File: src/rtl/sipo_pkg.sv
// Shared types and helpers for the SIPO deserializer: FSM state encoding,
// bit-counter width and the even-parity helper used by SIPO_PARITY_EN builds.
package sipo_pkg;

  typedef enum logic [1:0] {
    IDLE   = 2'd0,
    SHIFT  = 2'd1,
    PARITY = 2'd2
  } state_t;

  localparam int SIPO_MAX_WIDTH = 32;
  // Sized for the widest legal word so the counter can also hold WIDTH itself.
  localparam int SIPO_CNT_W = $clog2(SIPO_MAX_WIDTH + 1);

  function automatic logic even_parity(input logic [SIPO_MAX_WIDTH-1:0] d);
    return ^d;
  endfunction

endpackage

File: src/rtl/sipo_out_buffer.sv
// Output holding register with valid/ready handshake and sticky overrun flag.
// A word completing while an undelivered word is held and not accepted is dropped.
module sipo_out_buffer #(
  parameter int WIDTH = 8
) (
  input  logic             clk,
  input  logic             reset,
  input  logic [WIDTH-1:0] word_i,
  input  logic             perr_i,
  input  logic             complete_i,
  input  logic             q_ready_i,
  input  logic             clr_overrun_i,
  output logic [WIDTH-1:0] q_o,
  output logic             q_valid_o,
  output logic             overrun_o,
  output logic             parity_err_o
);

  logic [WIDTH-1:0] q_q, q_d;
  logic             valid_q, valid_d;
  logic             ovr_q, ovr_d;
  logic             perr_q, perr_d;

  always_ff @(posedge clk or posedge reset) begin
    if (reset) begin
      q_q     <= '0;
      valid_q <= 1'b0;
      ovr_q   <= 1'b0;
      perr_q  <= 1'b0;
    end else begin
      q_q     <= q_d;
      valid_q <= valid_d;
      ovr_q   <= ovr_d;
      perr_q  <= perr_d;
    end
  end

  always_comb begin
    q_d     = q_q;
    valid_d = valid_q;
    perr_d  = perr_q;
    ovr_d   = clr_overrun_i ? 1'b0 : ovr_q;
    if (complete_i) begin
      if (!valid_q || q_ready_i) begin
        q_d     = word_i;
        perr_d  = perr_i;
        valid_d = 1'b1;
      end else begin
        ovr_d = 1'b1;  // drop wins over a same-edge clear
      end
    end else if (valid_q && q_ready_i) begin
      valid_d = 1'b0;
    end
  end

  assign q_o          = q_q;
  assign q_valid_o    = valid_q;
  assign overrun_o    = ovr_q;
  assign parity_err_o = perr_q;

endmodule

File: src/rtl/sipo_deserializer.sv
// Framed serial-in parallel-out deserializer feeding a valid/ready holding register.
// Define SIPO_PARITY_EN to append an even-parity bit to every word.
module sipo_deserializer
  import sipo_pkg::*;
#(
  parameter int WIDTH     = 8,
  parameter bit MSB_FIRST = 1'b1
) (
  input  logic             clk,
  input  logic             reset,
  input  logic             sin,
  input  logic             sin_valid,
  input  logic             frame,
  output logic [WIDTH-1:0] q,
  output logic             q_valid,
  input  logic             q_ready,
  output logic             busy,
  output logic             overrun,
  input  logic             clr_overrun,
  output logic             parity_err
);

  state_t                  state_q, state_d;
  logic [WIDTH-1:0]        sreg_q, sreg_d;
  logic [SIPO_CNT_W-1:0]   cnt_q, cnt_d;
  logic [WIDTH-1:0]        shifted, first_word, word;
  logic                    last_bit, complete, word_perr;

  // A framed restart is simply a shift into an all-zero register.
  always_comb begin
    if (MSB_FIRST) begin
      shifted    = {sreg_q[WIDTH-2:0], sin};
      first_word = {{(WIDTH-1){1'b0}}, sin};
    end else begin
      shifted    = {sin, sreg_q[WIDTH-1:1]};
      first_word = {sin, {(WIDTH-1){1'b0}}};
    end
  end

  assign last_bit = (cnt_q == SIPO_CNT_W'(WIDTH - 1));

  always_ff @(posedge clk or posedge reset) begin
    if (reset) begin
      state_q <= IDLE;
      sreg_q  <= '0;
      cnt_q   <= '0;
    end else begin
      state_q <= state_d;
      sreg_q  <= sreg_d;
      cnt_q   <= cnt_d;
    end
  end

  always_comb begin
    state_d = state_q;
    sreg_d  = sreg_q;
    cnt_d   = cnt_q;
    if (sin_valid) begin
      if (frame) begin
        state_d = SHIFT;
        sreg_d  = first_word;
        cnt_d   = SIPO_CNT_W'(1);
      end else begin
        case (state_q)
          SHIFT: begin
            sreg_d = shifted;
            cnt_d  = cnt_q + SIPO_CNT_W'(1);
            if (last_bit) begin
`ifdef SIPO_PARITY_EN
              state_d = PARITY;
`else
              state_d = IDLE;
              cnt_d   = '0;
`endif
            end
          end
`ifdef SIPO_PARITY_EN
          PARITY: begin
            state_d = IDLE;
            cnt_d   = '0;
          end
`endif
          default: ;
        endcase
      end
    end
  end

  always_comb begin
    busy      = (state_q != IDLE);
    complete  = 1'b0;
    word      = shifted;
    word_perr = 1'b0;
`ifdef SIPO_PARITY_EN
    word      = sreg_q;
    complete  = sin_valid && !frame && (state_q == PARITY);
    word_perr = even_parity(SIPO_MAX_WIDTH'(sreg_q)) ^ sin;
`else
    complete  = sin_valid && !frame && (state_q == SHIFT) && last_bit;
`endif
  end

  sipo_out_buffer #(.WIDTH(WIDTH)) u_out (
    .clk          (clk),
    .reset        (reset),
    .word_i       (word),
    .perr_i       (word_perr),
    .complete_i   (complete),
    .q_ready_i    (q_ready),
    .clr_overrun_i(clr_overrun),
    .q_o          (q),
    .q_valid_o    (q_valid),
    .overrun_o    (overrun),
    .parity_err_o (parity_err)
  );

endmodule

File: config.mk
export PLATFORM = sky130hd
export DESIGN_NAME = sipo_deserializer
export DESIGN_NICKNAME = d
export VERILOG_FILES = /design/src/rtl/sipo_pkg.sv /design/src/rtl/sipo_out_buffer.sv /design/src/rtl/sipo_deserializer.sv
export SDC_FILE = /design/constraint.sdc
export NUM_CORES = 1
export LEC_CHECK = 0
export BUFFER_PORTS_ARGS = -buffer_cell sky130_fd_sc_hd__buf_2
export CORE_AREA = 2 2 46 48
export DETAILED_ROUTE_END_ITERATION = 8
export DIE_AREA = 0 0 48 50
export HOLD_SLACK_MARGIN = 0.05
export MAX_ROUTING_LAYER = met4
export PLACE_DENSITY_LB_ADDON = 0.25
export SLEW_MARGIN = 20
export SYNTH_ARGS = -nofsm -noshare
export SYNTH_HDL_FRONTEND = slang
export SYNTH_SLANG_ARGS = --single-unit
File: constraint.sdc
create_clock -name clk -period 3.2 [get_ports clk]
set_clock_uncertainty 0.1 [all_clocks]
set_input_delay 0.16 -clock clk [delete_from_list [all_inputs] [get_ports clk]]
set_output_delay 0.16 -clock clk [all_outputs]
set_load 0.05 [all_outputs]
==> Word level (Yosys, flattened, before mapping) <==
Cells that the tools add are included.
{ "op_classes": {"muxes": 14, "n_lt_le_gt_ge": 0, "n_eq_ne": 3, "n_mul": 0, "shifts": 0, "n_reduce_logical": 15, "addsub": 1, "div": 0, "bitwise_logic": 0} }
{ "ops": {"columns": ["op", "count"], "rows": [
  ["6-bit two-way mux", 3],
  ["7-bit two-way mux", 2],
  ["2-bit nonzero test", 4],
  ["6-bit by 1-bit adder with 6-bit output, second input constant", 1],
  ["6-bit by 3-bit == test with 1-bit output, second input constant", 1],
  ["1-bit two-way mux", 6],
  ["2-bit two-way mux", 3],
  ["2-bit AND reduction", 3],
  ["1-bit logical AND", 4],
  ["3-bit AND reduction", 1],
  ["2-bit by 1-bit == test with 1-bit output, second input constant", 1],
  ["1-bit logical NOT", 2],
  ["2-bit by 1-bit inequality test with 1-bit output, second input constant", 1],
  ["1-bit logical OR", 1]
]} }
{ "totals": {"memories": 0, "elab_cells": 39, "ramBits": 0, "output_inout_bits": 12, "regBits": 25, "mem_bits_ro": 0, "latchBits": 0, "input_bits": 7} }

==> Logic depth before layout (Yosys ltp) <==
Gate-level depths: netlist of run 1.
{ "logic_depth": {"depth_word": 6, "depth_mapped": 6, "mapped_depth_nobuf": 5} }

==> By module <==
From an unflattened synthesis of run 1, not the netlist that was laid out.
{ "unflattened": {"hier_cells": 93, "hier_area_um2": 1149.9} }
{ "modules_own_cells": {"columns": ["module", "instances", "seq_area_each_um2", "cells_per_inst", "area_per_inst_um2"], "rows": [
  ["sipo_deserializer", 1, 350.3, 66, 726.9],
  ["sipo_out_buffer", 1, 275.3, 27, 422.9]
]} }

==> Least setup slack after synthesis of run 1 <==
OpenSTA, ideal clock, no wires.
{ "synth_path": {"path_kind": "reg2reg", "from": "reg state_q[0]", "to": "reg u_out.q_q[0], in the netlist u_out.q_o[0]", "t_required_ns": 2.975, "n_path_buf": 2, "arrival_time_ns": 1.628, "path_stages_with_launch": 6, "setup_ns": 0.125, "synth_period_minus_slack_ns": 1.853, "slack_ns": 1.347, "path_cell_list": "dfrtp_1 -> and3b_1 -> clkbuf_1 -> and3_1 -> buf_6 -> mux2_2"} }
{ "synth_via": {"elab_chain_cells": 4} }
{ "synth_lines": {"columns": ["item", "line", "rtl"], "rows": [
  ["start: declaration", "sipo_deserializer.sv:23", "state_t state_q, state_d;"],
  ["start signal: assignment", "sipo_deserializer.sv:48", "state_q <= state_d;"],
  ["2-bit by 1-bit == test with 1-bit output", "sipo_deserializer.sv:99", "complete = sin_valid && !frame && (state_q == SHIFT) && last_bit;"],
  ["1-bit logical AND (2 in a row)", "sipo_deserializer.sv:99", null],
  ["2-bit AND reduction (no line)", null, null],
  ["end signal: assignment", "sipo_out_buffer.sv:31", "q_q <= q_d;"],
  ["end: declaration", "sipo_out_buffer.sv:19", "logic [WIDTH-1:0] q_q, q_d;"]
]} }
Every way passes these cells.
A chain may end at the register's enable or synchronous reset.

==> Worst setup path after layout of run 1 <==
{ "layout_path": {"from": "in frame", "to": "reg u_out.q_q[7], in the netlist u_out.q_o[7]"} }
{ "layout_via": {"elab_chain_cells": 5} }
{ "layout_lines": {"columns": ["item", "line", "rtl"], "rows": [
  ["start: declaration", "sipo_deserializer.sv:13", "input logic frame,"],
  ["1-bit logical NOT", "sipo_deserializer.sv:99", null],
  ["1-bit logical AND (3 in a row)", "sipo_deserializer.sv:99", null],
  ["2-bit AND reduction (no line)", null, null]
]} }
Every way passes these cells.

==> load_flow_metrics.sql, run 1 <==
INSERT INTO impl_metrics (metric_group, metric, value, unit) VALUES
('status', 'status', 'finished, final reports clean', ''),
('floorplanning', 'floorplan.initialDensity', '53.36', '%'),
('cells_and_area', 'layout.cells.most_common_list', 'sky130_fd_sc_hd__dfrtp_1, sky130_fd_sc_hd__buf_2, sky130_fd_sc_hd__a22o_1, sky130_fd_sc_hd__mux2_2, sky130_fd_sc_hd__nand2_1', ''),
('power_and_ir_drop', 'power.total', '0.6262', 'mW'),
('sta', 'final_max_slew_viol_count', '0', ''),
('cells_and_area', 'post_route_cells_drive_above_1_share', '31.37', '%'),
('yosys', 'synth_fp_nets', '88', ''),
('clock_tree', 'clock_buffer_count_from_cts', '3', ''),
('floorplanning', 'core', '1902', 'µm²'),
('place', 'numPortBuffers', '17', ''),
('floorplanning', 'fp-row-count', '16', ''),
('drt', 'drt-total-wl', '1658', 'µm'),
('critical_path', 'crit_type', 'in -> reg', ''),
('critical_path', 'endpoint_kind', 'flip-flop', ''),
('grt', 'grt_first_pass_wirelength', '2532', 'µm'),
('sta', 'min_period', '2.149', 'ns'),
('clock_tree', 'ctsLongestPathBuffers', '2', ''),
('sta', 'worst_pin_slew', '0.9746', 'ns'),
('grt', 'overflow', '0', ''),
('drt', 'routed_via_density', '5.109', ''),
('power_and_ir_drop', 'leakage_power_of_the_design', '0.6074', 'nW'),
('yosys', 'syn_area_per_cell', '12.68', 'µm²'),
('power_and_ir_drop', 'vdd.ir_drop.worst', '274.6', 'µV'),
('power_and_ir_drop', 'netSwitchingPower', '0.1500', 'mW'),
('grt', 'vias_in_the_first_global_route', '586', ''),
('drt', 'first_drt_iteration_drcs', '21', ''),
('power_and_ir_drop', 'pwr-share-clk', '34.6', '%'),
('min_path', 'worstHoldPathType', 'in -> reg', ''),
('yosys', 'synth_area', '1015', 'µm²'),
('clock_tree', 'clk_pin_slew_worst_paths', '0.13', 'ns'),
('critical_path', 'worst-path-max-fanout', '15', ''),
('grt', 'antenna_found_initial', '0', ''),
('sta', 'maxClockFrequency', '465.3', 'MHz'),
('grt', 'gr-usage-met3', '4.396', '%'),
('critical_path', 'crit_path_start', 'frame', ''),
('yosys', 'synth-xor-area-share', '1.726', '%'),
('sta', 'setup_repair_after_global_routing_missed_its_margin', 'no', ''),
('cells_and_area', 'syn2layout_area_growth', '19.73', '%'),
('power_and_ir_drop', 'swShare', '23.96', '%'),
('sta', 'hold-worst-slack', '0.4097', 'ns'),
('floorplanning', 'die_x', '48', 'µm'),
('clock_tree', 'clock_tree.htree_level_count', '1', ''),
('job', 'drv_cap', '0', ''),
('yosys', 'synth_cells', '80', ''),
('sta', 'final.period_utilization', '67.16', '%'),
('yosys', 'post_synth_num_cell_types', '25', ''),
('grt', 'global_route.usage.total', '15.47', '%'),
('sta', 'finalHoldViolCount', '0', ''),
('critical_path', 'timing.critical_path.from_type', 'input pin', ''),
('clock_tree', 'post_cts_resized', '0', ''),
('clock_tree', 'cts-root-buf', 'sky130_fd_sc_hd__clkbuf_4', ''),
('clock_tree', 'cts_tree', 'yes', ''),
('yosys', 'fraction_of_the_mapped_netlist_area_in_simple_logic_gates', '10.23', '%'),
('drt', 'routedWlPerCell', '12.85', 'µm'),
('critical_path', 'timing.critical_path.required', '3.30', 'ns'),
('cells_and_area', 'fillers', '145', ''),
('yosys', 'synth-seq-area-share', '59.19', '%'),
('power_and_ir_drop', 'power-per-cell-area', '515.4', 'nW/µm²'),
('grt', 'largest_net_degree_at_the_start_of_global_routing', '25', ''),
('floorplanning', 'die_area', '2400', 'µm²'),
('sta', 'setup_viol', '0', ''),
('floorplanning', 'pin_count', '19', ''),
('drt', 'route.antenna.remaining_nets', '0', ''),
('yosys', 'synth_top_family_by_area', 'compound AO/OA/AOI/OAI gates', ''),
('grt', 'gr-usage-met2', '21.33', '%'),
('power_and_ir_drop', 'combinationalPowerShare', '11.8', '%'),
('yosys', 'synth_fa_ha_area_share', '1.233', '%'),
('place', 'placedCellCount', '119', ''),
('cells_and_area', 'final_net_count', '111', ''),
('power_and_ir_drop', 'cell_internal_pwr', '0.4762', 'mW'),
('drt', 'drtPass1Iterations', '6', '');
-- cells in the mapped netlist (all sizes together) --
cell | count | area share (%)
a21oi | 1 | 0.49
nor4 | 1 | 2.1
o21ai | 5 | 2.5
a22o | 9 | 7.8
o22ai | 1 | 0.62
o21ba | 1 | 0.99
mux2 | 9 | 10
nand4 | 1 | 0.62
and3 | 2 | 1.2
ha | 1 | 1.2
nand2 | 7 | 2.6
buf | 3 | 2.3
conb | 1 | 0.37
dfrtp | 24 | 59
xnor2 | 2 | 1.7
inv | 3 | 1.1
nor2b | 1 | 0.62
and3b | 1 | 0.86
nand2b | 2 | 1.2
nand3 | 2 | 0.99
a211oi | 1 | 0.74
clkbuf | 2 | 0.74
-- sequential cells by signal, indices dropped and copies added, names as in the netlist --
register         flops
sreg_q               7
state_q              1
u_out.q_o            8
u_out.overrun_o      1
cnt_q                6
u_out.q_valid_o      1
-- stage by stage --
stage          utilization [%]  instance area [µm²]  worst slack, ns
2_1_floorplan                -                 1015            1.347
3_3_place_gp             57.96                 1102            1.259
3_5_place_dp             57.96                 1102            1.220
4_1_cts                  63.88                 1215            1.080
5_1_grt                  63.88                 1215           0.9832
6_report                 63.88                 1215            1.051
-- cells by family (layout without fill, tap and decap cells) --
group | after synthesis | count (layout)
other | 1 | 1
xor gates and xnor gates | 2 | 2
DFF | 24 | 24
adders and majority gates | 1 | 1
buffers and inverters | 8 | 30
and+or+nand+nor | 17 | 17
muxes | 9 | 9
AOI/OAI and AO/OA | 18 | 18
-- final cells by class --
| cell class | count | area [µm²] | share of cell area (%) |
|---|---|---|---|
| flip-flops and latches | 24 | 600.6 | 49.43 |
| clock buffers | 3 | 22.52 | 1.854 |
| well taps | 27 | 33.78 | 2.781 |
| inverters | 3 | 11.26 | 0.9269 |
| clock inverters | 1 | 30.03 | 2.472 |
| multi-input cells | 48 | 371.6 | 30.59 |
| repair buffers | 23 | 145.1 | 11.95 |
-- worst max-delay path, cell delays in order --
cell	delay [ns]
sky130_fd_sc_hd__dlygate4sd3_1	0.54
sky130_fd_sc_hd__buf_2	0.14
sky130_fd_sc_hd__and3b_1	0.52
sky130_fd_sc_hd__and3_1	0.50
sky130_fd_sc_hd__mux2_2	0.38
-- path summary, 6_finish.rpt --
check                               end  slack [ns]  depth (start not counted)
min in group asynchronous  u_out.q_o[1]        0.45                          3
max reg2reg                  state_q[0]        1.19                          6
max                        u_out.q_o[7]        1.05                          5
max in group asynchronous      cnt_q[5]        2.01                          3
min reg2reg                u_out.q_o[2]        0.42                          1
min                            cnt_q[2]        0.41                          4
-- routing by layer --
metal	vias up	routed length [µm]
met2	15	737
met5	-	0
met1	318	845
li1	324	-
met4	0	15
met3	2	60
-- power by group through the flow --
stage | clock, mW | combinational [mW] | sequential [mW]
6_report | 0.217 | 0.0737 | 0.336
5_1_grt | 0.236 | 0.0809 | 0.339
4_1_cts | 0.221 | 0.0745 | 0.336
3_5_place_dp | 0 | 0.0686 | 0.342
3_3_place_gp | 0 | 0.0685 | 0.341
2_1_floorplan | 0 | 0.0393 | 0.355
-- timing repair --
item                                    4_1_cts  5_1_grt
setup buffers                                 0        0
hold buffers                                  6        0
endpoints found under the hold margin        29        0
endpoints found under the setup margin        0        0
(Power assumes the default switching activity.)
==> inputs of run 2 (changes only) <==
Settings changed: CORE_AREA 2 2 46 48 to 2 2 48 50, DIE_AREA 0 0 48 50 to 0 0 50 52.
Clock period 3.2 ns to 2.1 ns, I/O delays scaled along.
==> load_flow_metrics.sql, run 2 (synthesis gave the netlist of run 1 again) <==
INSERT INTO impl_metrics (metric_group, metric, value, unit) VALUES
('sta', 'min_period', '1.955', 'ns'),
('floorplanning', 'core', '2106', 'µm²'),
('clock_tree', 'clock_latency', '0.31', 'ns'),
('sta', 'finalHoldViolCount', '0', ''),
('power_and_ir_drop', 'netSwitchingPower', '0.2302', 'mW'),
('clock_tree', 'cts-root-buf', 'sky130_fd_sc_hd__clkbuf_4', ''),
('power_and_ir_drop', 'power-per-cell-area', '764.4', 'nW/µm²'),
('critical_path', 'crit_path_frequent_cell', 'sky130_fd_sc_hd__nand2_1', ''),
('sta', 'final.period_utilization', '93.12', '%'),
('cells_and_area', 'layoutNonFillerInstCount', '135', ''),
('sta', 'totalNegativeSetupSlack', '0', 'ns'),
('status', 'status', 'finished, final reports clean', ''),
('cells_and_area', 'largest_register_ffs', '8', ''),
('min_path', 'worstHoldPathType', 'in -> async', ''),
('critical_path', 'timing.critical_path.from_type', 'flip-flop', ''),
('power_and_ir_drop', 'pwr-share-clk', '34.1', '%'),
('power_and_ir_drop', 'cell_internal_pwr', '0.7319', 'mW'),
('critical_path', 'endpoint_arrival_time_on_the_critical_path', '2.11', 'ns'),
('floorplanning', 'die_x', '50', 'µm'),
('drt', 'first_drt_iteration_drcs', '4', ''),
('critical_path', 'reg2reg_from', 'cnt_q[0]', ''),
('drt', 'drtPass1Iterations', '2', ''),
('sta', 'setup_viol', '0', ''),
('clock_tree', 'cts_sinks', '24', ''),
('sta', 'setup_repair_after_global_routing_missed_its_margin', 'no', ''),
('critical_path', 'timing.critical_path.required', '2.25', 'ns'),
('cells_and_area', 'final_net_count', '116', ''),
('sta', 'worst_pin_slew', '0.5736', 'ns'),
('cells_and_area', 'syn2layout_area_growth', '24.04', '%'),
('place', 'placedCellCount', '124', ''),
('sta', 'worst_slack', '0.1446', 'ns'),
('cells_and_area', 'design_area', '1259', 'µm²'),
('clock_tree', 'clock_buffer_count_from_cts', '3', ''),
('grt', 'largest_net_degree_at_the_start_of_global_routing', '25', ''),
('power_and_ir_drop', 'vdd.ir_drop.worst', '514.2', 'µV'),
('critical_path', 'crit_path_start', 'cnt_q[0]', ''),
('drt', 'detail_route.drc_violations', '0', ''),
('cells_and_area', 'layout.cells.most_common_list', 'sky130_fd_sc_hd__dfrtp_1, sky130_fd_sc_hd__buf_2, sky130_fd_sc_hd__a22o_1, sky130_fd_sc_hd__mux2_2', ''),
('sta', 'slew_limit_headroom', '61.50', '%'),
('grt', 'global_route.usage.total', '16.50', '%'),
('place', 'finalWeightedCongestion', '0.6832', ''),
('floorplanning', 'die_area', '2600', 'µm²'),
('critical_path', 'cp_slowest_cell', 'sky130_fd_sc_hd__dlygate4sd3_1', ''),
('cells_and_area', 'final_core_utilization', '59.77', '%'),
('floorplanning', 'floorplan.initialDensity', '48.19', '%'),
('grt', 'grt_first_pass_wirelength', '3077', 'µm'),
('floorplanning', 'fp-row-count', '17', ''),
('power_and_ir_drop', 'sequential_power_share', '53.3', '%'),
('grt', 'antenna_found_initial', '0', ''),
('power_and_ir_drop', 'swShare', '23.93', '%'),
('place', 'detailedPlace.worstSlack', '0.1886', 'ns'),
('clock_tree', 'post-cts-setup-buffers', '0', ''),
('critical_path', 'cpPeakStageDelay', '0.57', 'ns'),
('sta', 'maxClockFrequency', '511.4', 'MHz'),
('job', 'drv_cap', '0', ''),
('drt', 'drt-total-wl', '1810', 'µm'),
('clock_tree', 'clock_tree.htree_level_count', '1', ''),
('floorplanning', 'chipHeight', '52', 'µm'),
('drt', 'route.antenna.remaining_nets', '0', ''),
('clock_tree', 'cts_tree', 'yes', ''),
('place', 'placedInstanceArea', '1134', 'µm²'),
('grt', 'vias_in_the_first_global_route', '666', ''),
('power_and_ir_drop', 'power.total', '0.9621', 'mW'),
('place', 'detailedPlacementHpwl', '1226', 'µm'),
('cells_and_area', 'num_antenna_cells', '0', ''),
('critical_path', 'worst-path-max-fanout', '4', ''),
('drt', 'routed-via-count', '678', ''),
('sta', 'hold-worst-slack', '0.2578', 'ns'),
('cells_and_area', 'final_common_cell', 'sky130_fd_sc_hd__dfrtp_1', ''),
('clock_tree', 'clk_pin_slew_worst_paths', '0.13', 'ns'),
('drt', 'routedWlPerCell', '13.41', 'µm'),
('clock_tree', 'ctsLongestPathBuffers', '2', ''),
('critical_path', 'endpoint_kind', 'flip-flop', ''),
('critical_path', 'critical_path.cell_chain', 'ha_2 -> nand2_1 -> nor4_4 -> buf_4 -> nand2_1 -> o22ai_1 -> dlygate4sd3_1', ''),
('place', 'numPortBuffers', '17', ''),
('floorplanning', 'pin_count', '19', ''),
('critical_path', 'crit_type', 'reg -> reg', ''),
('power_and_ir_drop', 'combinationalPowerShare', '12.6', '%'),
('power_and_ir_drop', 'leakage_power_of_the_design', '0.6355', 'nW'),
('grt', 'overflow', '0', ''),
('sta', 'final_max_slew_viol_count', '0', ''),
('drt', 'routed_via_density', '5.022', ''),
('cells_and_area', 'post_route_cells_drive_above_1_share', '34.58', '%');
-- run 2: cell type report --
cell class / count / area (µm²)
timing repair buffer: 28 / 185.2
clock buffer: 3 / 22.52
clock inverter: 1 / 30.03
multi-input combinational: 48 / 374.1
inverter: 3 / 11.26
fill: 176 / 847.1
sequential: 24 / 600.6
tap: 28 / 35.03
-- run 2: worst max-delay path: cells and delay by family (launching register included) --
family                   cells  cell delay (ns)
AO/OA/AOI/OAI                1             0.10
adder cells (fa/ha/maj)      1             0.22
buffers and inverters        2             0.75
flip-flops                   1             0.41
AND/OR/NAND/NOR              3             0.33
-- run 2: worst paths after layout --
kind | to | slack (ns) | cells after the start
setup / recovery | u_out.overrun_o | 0.14 | 7
max in group asynchronous | cnt_q[4] | 1.41 | 4
setup reg to reg | u_out.overrun_o | 0.14 | 7
hold / removal | sreg_q[0] | 0.26 | 4
hold reg to reg | u_out.q_o[5] | 0.42 | 1
min in group clk | u_out.q_o[5] | 0.42 | 1
-- run 2: timing repair --
item | 4_1_cts | 5_1_grt
hold buffers | 7 | 0
endpoints found under the hold margin | 29 | 0
gates resized for setup | 0 | 1
setup endpoints to repair | 0 | 1
-- run 2: power by group through the flow --
| stage | logic [mW] | clock network [mW] | registers (mW) |
|---|---|---|---|
| floorplan | 0.0599 | 0 | 0.541 |
| global placement | 0.109 | 0 | 0.520 |
| detailed placement | 0.111 | 0 | 0.522 |
| CTS | 0.121 | 0.337 | 0.513 |
| global route | 0.132 | 0.358 | 0.516 |
| finish | 0.121 | 0.328 | 0.513 |
-- run 2: routing by layer --
layer  track usage [%]  part of all wire, %
met2             25.00                   47
met3             2.586                  2.3
met1             21.71                   50
met5                 -                    0
met4             8.333                 0.99
